**config.mk**
```make
export PLATFORM = sky130hd
export DESIGN_NAME = spi_frame_sequencer
export DESIGN_NICKNAME = d
export VERILOG_FILES = /design/src/rtl/spi_frame_sequencer.sv
export SDC_FILE = /design/constraint.sdc
export NUM_CORES = 1
export LEC_CHECK = 0
export ABC_AREA = 1
export BUFFER_PORTS_ARGS = -buffer_cell sky130_fd_sc_hd__clkbuf_2
export CAP_MARGIN = 40
export CORE_ASPECT_RATIO = 0.6
export CORE_UTILIZATION = 40
export DETAILED_ROUTE_END_ITERATION = 7
export SYNTH_ARGS = -nofsm -noshare
export SYNTH_HDL_FRONTEND = slang
export SYNTH_SLANG_ARGS = --single-unit
```
**constraint.sdc**
```tcl
create_clock -name clock -period 2.2 [get_ports clock]
set_input_delay 0.44 -clock clock [delete_from_list [all_inputs] [get_ports clock]]
set_output_delay 0.44 -clock clock [all_outputs]
set_load 0.01 [all_outputs]
```
**src/rtl/spi_frame_sequencer.sv**
```systemverilog
// Byte sequencer between the sensor-word FIFO and a byte-wide SPI master (write frames / command reads).
// Starts the cycle after an accepted start; each byte waits for a write_ack rising edge, loads only on di_req.
module spi_frame_sequencer #(
   parameter int         WORD_W          = 32,
   parameter int         WORDS_PER_FRAME = 8,
   parameter int         FIFO_CNT_W      = 9,
   parameter int         CMD_BYTES       = 4,
   parameter logic [7:0] WR_OPCODE       = 8'h02,
   parameter logic [7:0] RD_OPCODE       = 8'h03,
   parameter logic [7:0] WR_ADDR         = 8'h00,
   parameter bit         LSB_FIRST       = 1'b1
) (
   input  logic                   clock,
   input  logic                   reset_n,
   input  logic                   start,
   input  logic                   mode,
   input  logic                   abort,
   input  logic [WORD_W-1:0]      fifo_data,
   input  logic [FIFO_CNT_W-1:0]  fifo_count,
   output logic                   fifo_read,
   input  logic                   spi_di_req,
   input  logic                   spi_wr_ack,
   input  logic                   spi_do_valid,
   input  logic [7:0]             spi_do,
   output logic                   spi_wren,
   output logic [7:0]             spi_di,
   output logic [8*CMD_BYTES-1:0] command,
   output logic                   command_valid,
   output logic                   busy,
   output logic                   frame_done,
   output logic [15:0]            frames_sent
);

   localparam int BPW      = WORD_W / 8;
   localparam int FLEN_WR  = 2 + WORDS_PER_FRAME * BPW;
   localparam int FLEN_RD  = 1 + CMD_BYTES;
   localparam int FLEN_MAX = (FLEN_WR > FLEN_RD) ? FLEN_WR : FLEN_RD;
   localparam int IDX_W    = $clog2(FLEN_MAX + 1);
   localparam int K_W      = (BPW > 1) ? $clog2(BPW) : 1;

   localparam logic [IDX_W-1:0]      FLEN_WR_C   = IDX_W'(FLEN_WR);
   localparam logic [IDX_W-1:0]      FLEN_RD_C   = IDX_W'(FLEN_RD);
   localparam logic [K_W-1:0]        K_LAST      = K_W'(BPW - 1);
   localparam logic [FIFO_CNT_W-1:0] FRAME_WORDS = FIFO_CNT_W'(WORDS_PER_FRAME);

   typedef enum logic [1:0] {S_IDLE, S_WAIT_ACK, S_LOAD, S_DONE} state_t;

   state_t                 state, state_nxt;
   logic                   mode_r;
   logic                   ack_prev;
   logic [IDX_W-1:0]       idx;
   logic [IDX_W-1:0]       rx_cnt;
   logic [K_W-1:0]         k_cnt;
   logic [8*CMD_BYTES-1:0] shadow;

   logic                   accept, ack_rise, load_fire, finish;
   logic [IDX_W-1:0]       flen;
   logic [IDX_W-1:0]       idx_inc;
   logic                   is_data;
   logic [7:0]             word_byte;
   logic [7:0]             next_byte;

   assign flen     = mode_r ? FLEN_RD_C : FLEN_WR_C;
   assign idx_inc  = idx + IDX_W'(1);
   assign is_data  = !mode_r && (idx >= IDX_W'(2));

   // Pop together with loading the last byte of the head word, so the next word is at the head in time.
   assign fifo_read = load_fire && is_data && (k_cnt == K_LAST);

   always_comb begin
      word_byte = 8'h00;
      for (int b = 0; b < BPW; b++) begin
         if (K_W'(b) == k_cnt)
            word_byte = LSB_FIRST ? fifo_data[8*b +: 8] : fifo_data[8*(BPW-1-b) +: 8];
      end
   end

   always_comb begin
      next_byte = 8'h00;
      if (!mode_r)
         next_byte = (idx == IDX_W'(1)) ? WR_ADDR : word_byte;
   end

   always_ff @(posedge clock or negedge reset_n) begin
      if (!reset_n) state <= S_IDLE;
      else          state <= state_nxt;
   end

   always_comb begin
      state_nxt = state;
      accept    = 1'b0;
      ack_rise  = 1'b0;
      load_fire = 1'b0;
      finish    = 1'b0;
      if (abort) begin
         state_nxt = S_IDLE;
      end else begin
         case (state)
            S_IDLE: begin
               if (start && (mode || (fifo_count >= FRAME_WORDS))) begin
                  accept    = 1'b1;
                  state_nxt = S_WAIT_ACK;
               end
            end
            S_WAIT_ACK: begin
               if (spi_wr_ack && !ack_prev) begin
                  ack_rise  = 1'b1;
                  state_nxt = (idx_inc == flen) ? S_DONE : S_LOAD;
               end
            end
            S_LOAD: begin
               if (spi_di_req) begin
                  load_fire = 1'b1;
                  state_nxt = S_WAIT_ACK;
               end
            end
            S_DONE: begin
               if (!mode_r || (rx_cnt == flen)) begin
                  finish    = 1'b1;
                  state_nxt = S_IDLE;
               end
            end
            default: state_nxt = S_IDLE;
         endcase
      end
   end

   always_ff @(posedge clock or negedge reset_n) begin
      if (!reset_n) begin
         mode_r        <= 1'b0;
         ack_prev      <= 1'b0;
         idx           <= '0;
         k_cnt         <= '0;
         spi_wren      <= 1'b0;
         spi_di        <= 8'h00;
         busy          <= 1'b0;
         frame_done    <= 1'b0;
         command_valid <= 1'b0;
         command       <= '0;
         frames_sent   <= 16'h0000;
      end else begin
         ack_prev      <= spi_wr_ack;
         frame_done    <= 1'b0;
         command_valid <= 1'b0;
         if (abort) begin
            spi_wren <= 1'b0;
            busy     <= 1'b0;
         end else begin
            if (accept) begin
               mode_r   <= mode;
               spi_di   <= mode ? RD_OPCODE : WR_OPCODE;
               spi_wren <= 1'b1;
               idx      <= '0;
               k_cnt    <= '0;
               busy     <= 1'b1;
            end
            if (ack_rise) begin
               spi_wren <= 1'b0;
               idx      <= idx_inc;
            end
            if (load_fire) begin
               spi_di   <= next_byte;
               spi_wren <= 1'b1;
               if (is_data)
                  k_cnt <= (k_cnt == K_LAST) ? '0 : k_cnt + K_W'(1);
            end
            if (finish) begin
               frame_done <= 1'b1;
               busy       <= 1'b0;
               if (mode_r) begin
                  command       <= shadow;
                  command_valid <= 1'b1;
               end else begin
                  frames_sent <= frames_sent + 16'd1;
               end
            end
         end
      end
   end

   // Receive path: slot 0 is the opcode echo; slots 1..CMD_BYTES fill the shadow MSB first.
   always_ff @(posedge clock or negedge reset_n) begin
      if (!reset_n) begin
         rx_cnt <= '0;
         shadow <= '0;
      end else if (accept) begin
         rx_cnt <= '0;
      end else if (!abort && busy && mode_r && spi_do_valid && (rx_cnt < flen)) begin
         rx_cnt <= rx_cnt + IDX_W'(1);
         for (int n = 1; n <= CMD_BYTES; n++) begin
            if (rx_cnt == IDX_W'(n))
               shadow[8*(CMD_BYTES-n) +: 8] <= spi_do;
         end
      end
   end

endmodule

```
==> flow_summary.toml <==
[floorplanning]
start_util_pct = 41.3
die_h_um = 91.5
row_count = 32
fp.dieW_um = 151
die_area_sq_um = 13800
fp.coreArea_sq_um = 12900
ios = 118

[yosys]
synth_commonest_cells = "nand2_1, dfrtp_1, nand3_1"
synth-edff-count = 0
synth_area_leaders = "dfrtp_1, nand2_1, nand3_1, ha_1, inv_1"
synth_ff_type = "dfrtp_1"
synth.largest_area_cell = "dfrtp_1"
async_flop_share_pct = 100
yosysMostFrequentCell = "nand2_1"
syn_inst = 648
yosys_warnings = 0
synth_fp_nets = 721
ys_ff_latch = 110
yosysTopAreaCellShare_pct = 51.5
ys_seq_area_share_pct = 51.5
ys_types = 32
syn_avg_cell_area_sq_um = 8.24
syn-cell-area_sq_um = 5340

[sta]
slew-limit-headroom_pct = 62.0
fin_crit_ns = 2.06
fmax_mhz = 485
fin_crit_sh_pct = 93.6
setup_viol = 0
maxSlewViolCount = 0
hold_viol = 0
rsz0062_at_grt = "yes"
fin_skew_ns = 0.00673
worst_slew_pin_slew_ns = 0.567

[critical_path]
crit_family = "flip-flops"
cp-end-kind = "output port"
slowest_stage = "dfrtp_2"
path_max_fanout = 5
crit_path_cell_trace = "inv_2 > ha_1 > nor2_1 > nand2_1 > nand2_1 > nor2_4 > inv_1 > nor2_1 > clkbuf_2"
reg2reg_slack_ns = 0.24
critPathMaxStageDelay_ns = 0.44
cp.arrival_ns = 1.62
path_class = "reg -> out"
start_kind = "flip-flop"
critPathRequiredTime_ns = 1.76
path_buf_inv = 3

[pwr]
irDropWorstVdd_uv = 378
powerDensity_nw_per_um2 = 770
power_mw = 5.03
p_sw_share_pct = 29.2
share_comb_of_total_power_pct = 18.6
internal_power_mw = 3.56
switchingPower_mw = 1.47
p_seq_share_pct = 46.1
p_clk_share_pct = 35.3
leakagePower_nw = 3.63

[cells_and_area]
diodes = 0
fin_nets = 847
drive_above_1_share_pct = 22.1
nFillCells = 1262
design_area_sq_um = 6530
areaGrowthSynthToFinish_pct = 22.3

[drt]
wl_met1_um = 6880
ant_nets = 0
wl_per_cell_um = 13.8
first_iter_violations = 239
via_per_inst = 4.94
wirelength_um = 13100
wl_met3_um = 789
firstDrtPassIters = 4
drc = 0
met2WireLength_um = 5320
top_layer_used = "met4"
num_vias = 4687

[global_route]
grt_max_degree = 41
overflow = 0
antenna_found_initial = 0
first_global_vias = 4428
track_usage_pct = 20.3
grt_pass1_wl_um = 22100

[clock_network]
cts_buffers = 9
cts-htree-levels = 3
clock-root-buffer = "clkbuf_16"
cts_max_path_buffers = 2
cts_tree = "done"
clk_pin_slew_ns = 0.07
clkSinkCount = 110
clk_latency_ns = 0.35
cts_setup_buffers = 0

[run]
maxCapViolCount = 0

[placement]
hpwl_um = 9950
place_area_sq_um = 6200
gp_congestion = 0.831
portBuffers = 114

[worst_hold_path]
hold_path_class = "in -> async"

[status]
status = "finished clean"
-- placed cells by master, fill, tap and decap left out, drive strengths merged --
master / count
a21boi: 1
a21oi: 16
a22oi: 8
buf: 16
bufinv: 2
clkbuf: 125
clkinv: 2
clkinvlp: 1
dfrtp: 110
ha: 16
inv: 46
nand2: 258
nand3: 55
nand3b: 5
nand4: 10
nor2: 43
nor3: 8
o211ai: 6
o21ai: 27
o21bai: 1
o22ai: 2
o311ai: 1
or2: 4
xnor2: 6
xor2: 10
-- sequential cells by signal, summed over array words and instances, names as in the netlist, 2 cells and up --
signal / cells
command: 32
frames_sent: 16
idx: 6
k_cnt: 2
rx_cnt: 6
shadow: 32
spi_di: 8
state: 2
-- worst register-to-register path, stage by stage, from the launching register on --
cell	delay, ns
dfrtp_1	0.42
inv_1	0.13
ha_1	0.30
nand2_1	0.05
nand3b_1	0.20
a21oi_2	0.18
nand2_1	0.11
inv_2	0.18
buf_12	0.19
nand2_1	0.07
nand2_1	0.07
-- power by group through the flow --
stage	Sequential [mW]	Clock, mW	Combinational [mW]
5_1_grt	2.34	1.89	1.08
3_5_place_dp	2.35	0	0.930
6_report	2.32	1.78	0.935
4_1_cts	2.31	1.81	0.933
2_1_floorplan	2.36	0	0.532
3_3_place_gp	2.34	0	0.893
-- layout make-up --
| type | instances | area, sq um | area share, % |
|---|---|---|---|
| Clock buffer | 12 | 246 | 3.77 |
| Timing Repair Buffer | 129 | 723 | 11.1 |
| Tap cell | 170 | 213 | 3.26 |
| Inverter | 47 | 181 | 2.78 |
| Multi-Input combinational cell | 477 | 2330 | 35.7 |
| Sequential cell | 110 | 2760 | 42.2 |
| Clock inverter | 4 | 78.8 | 1.21 |
-- per-layer routing --
layer | GRT usage, % | vias to the layer above
li1 | - | 2341
met1 | 32.3 | 2217
met2 | 27.8 | 120
met3 | 3.97 | 9
met4 | 4.67 | 0
met5 | 0 | -
-- timing repair --
item / 4_1_cts / 5_1_grt
hold buffers: 0 / 0
resized for setup: 1 / 4
endpoints found under the setup margin: 1 / 2
endpoints found under the hold margin: 0 / 0
-- logic make-up after synthesis --
logic type,synth area share [%]
fa+ha+maj,3.75
xor+xnor,2.62
flops,51.5
compound gates,6.74
simple gates,30.4
buf+inv,4.92
-- final timing paths --
check                           startpoint  cells after the start        endpoint
worst min register to register  shadow[26]                      2      shadow[26]
worst min-delay path               reset_n                      1  frames_sent[7]
min in group clock              spi_wr_ack                      1        ack_prev
worst max register to register   rx_cnt[0]                     10     command[20]
worst max-delay path                idx[0]                      9       fifo_read
max in group asynchronous          reset_n                      2      command[4]
-- per-stage QoR --
step	setup WS [ns]	hold slack, ns	util [%]	setup TNS [ns]	cells
2_1_floorplan	0.292	0.144	-	0	648
3_3_place_gp	0.301	0.459	47.9	0	933
3_5_place_dp	0.223	0.459	47.9	0	933
4_1_cts	0.0453	0.0941	50.5	0	949
5_1_grt	-0.0114	0.122	50.5	-0.0114	949
6_report	0.140	0.0764	50.5	0	949
Power figures use the tool's default switching activity.
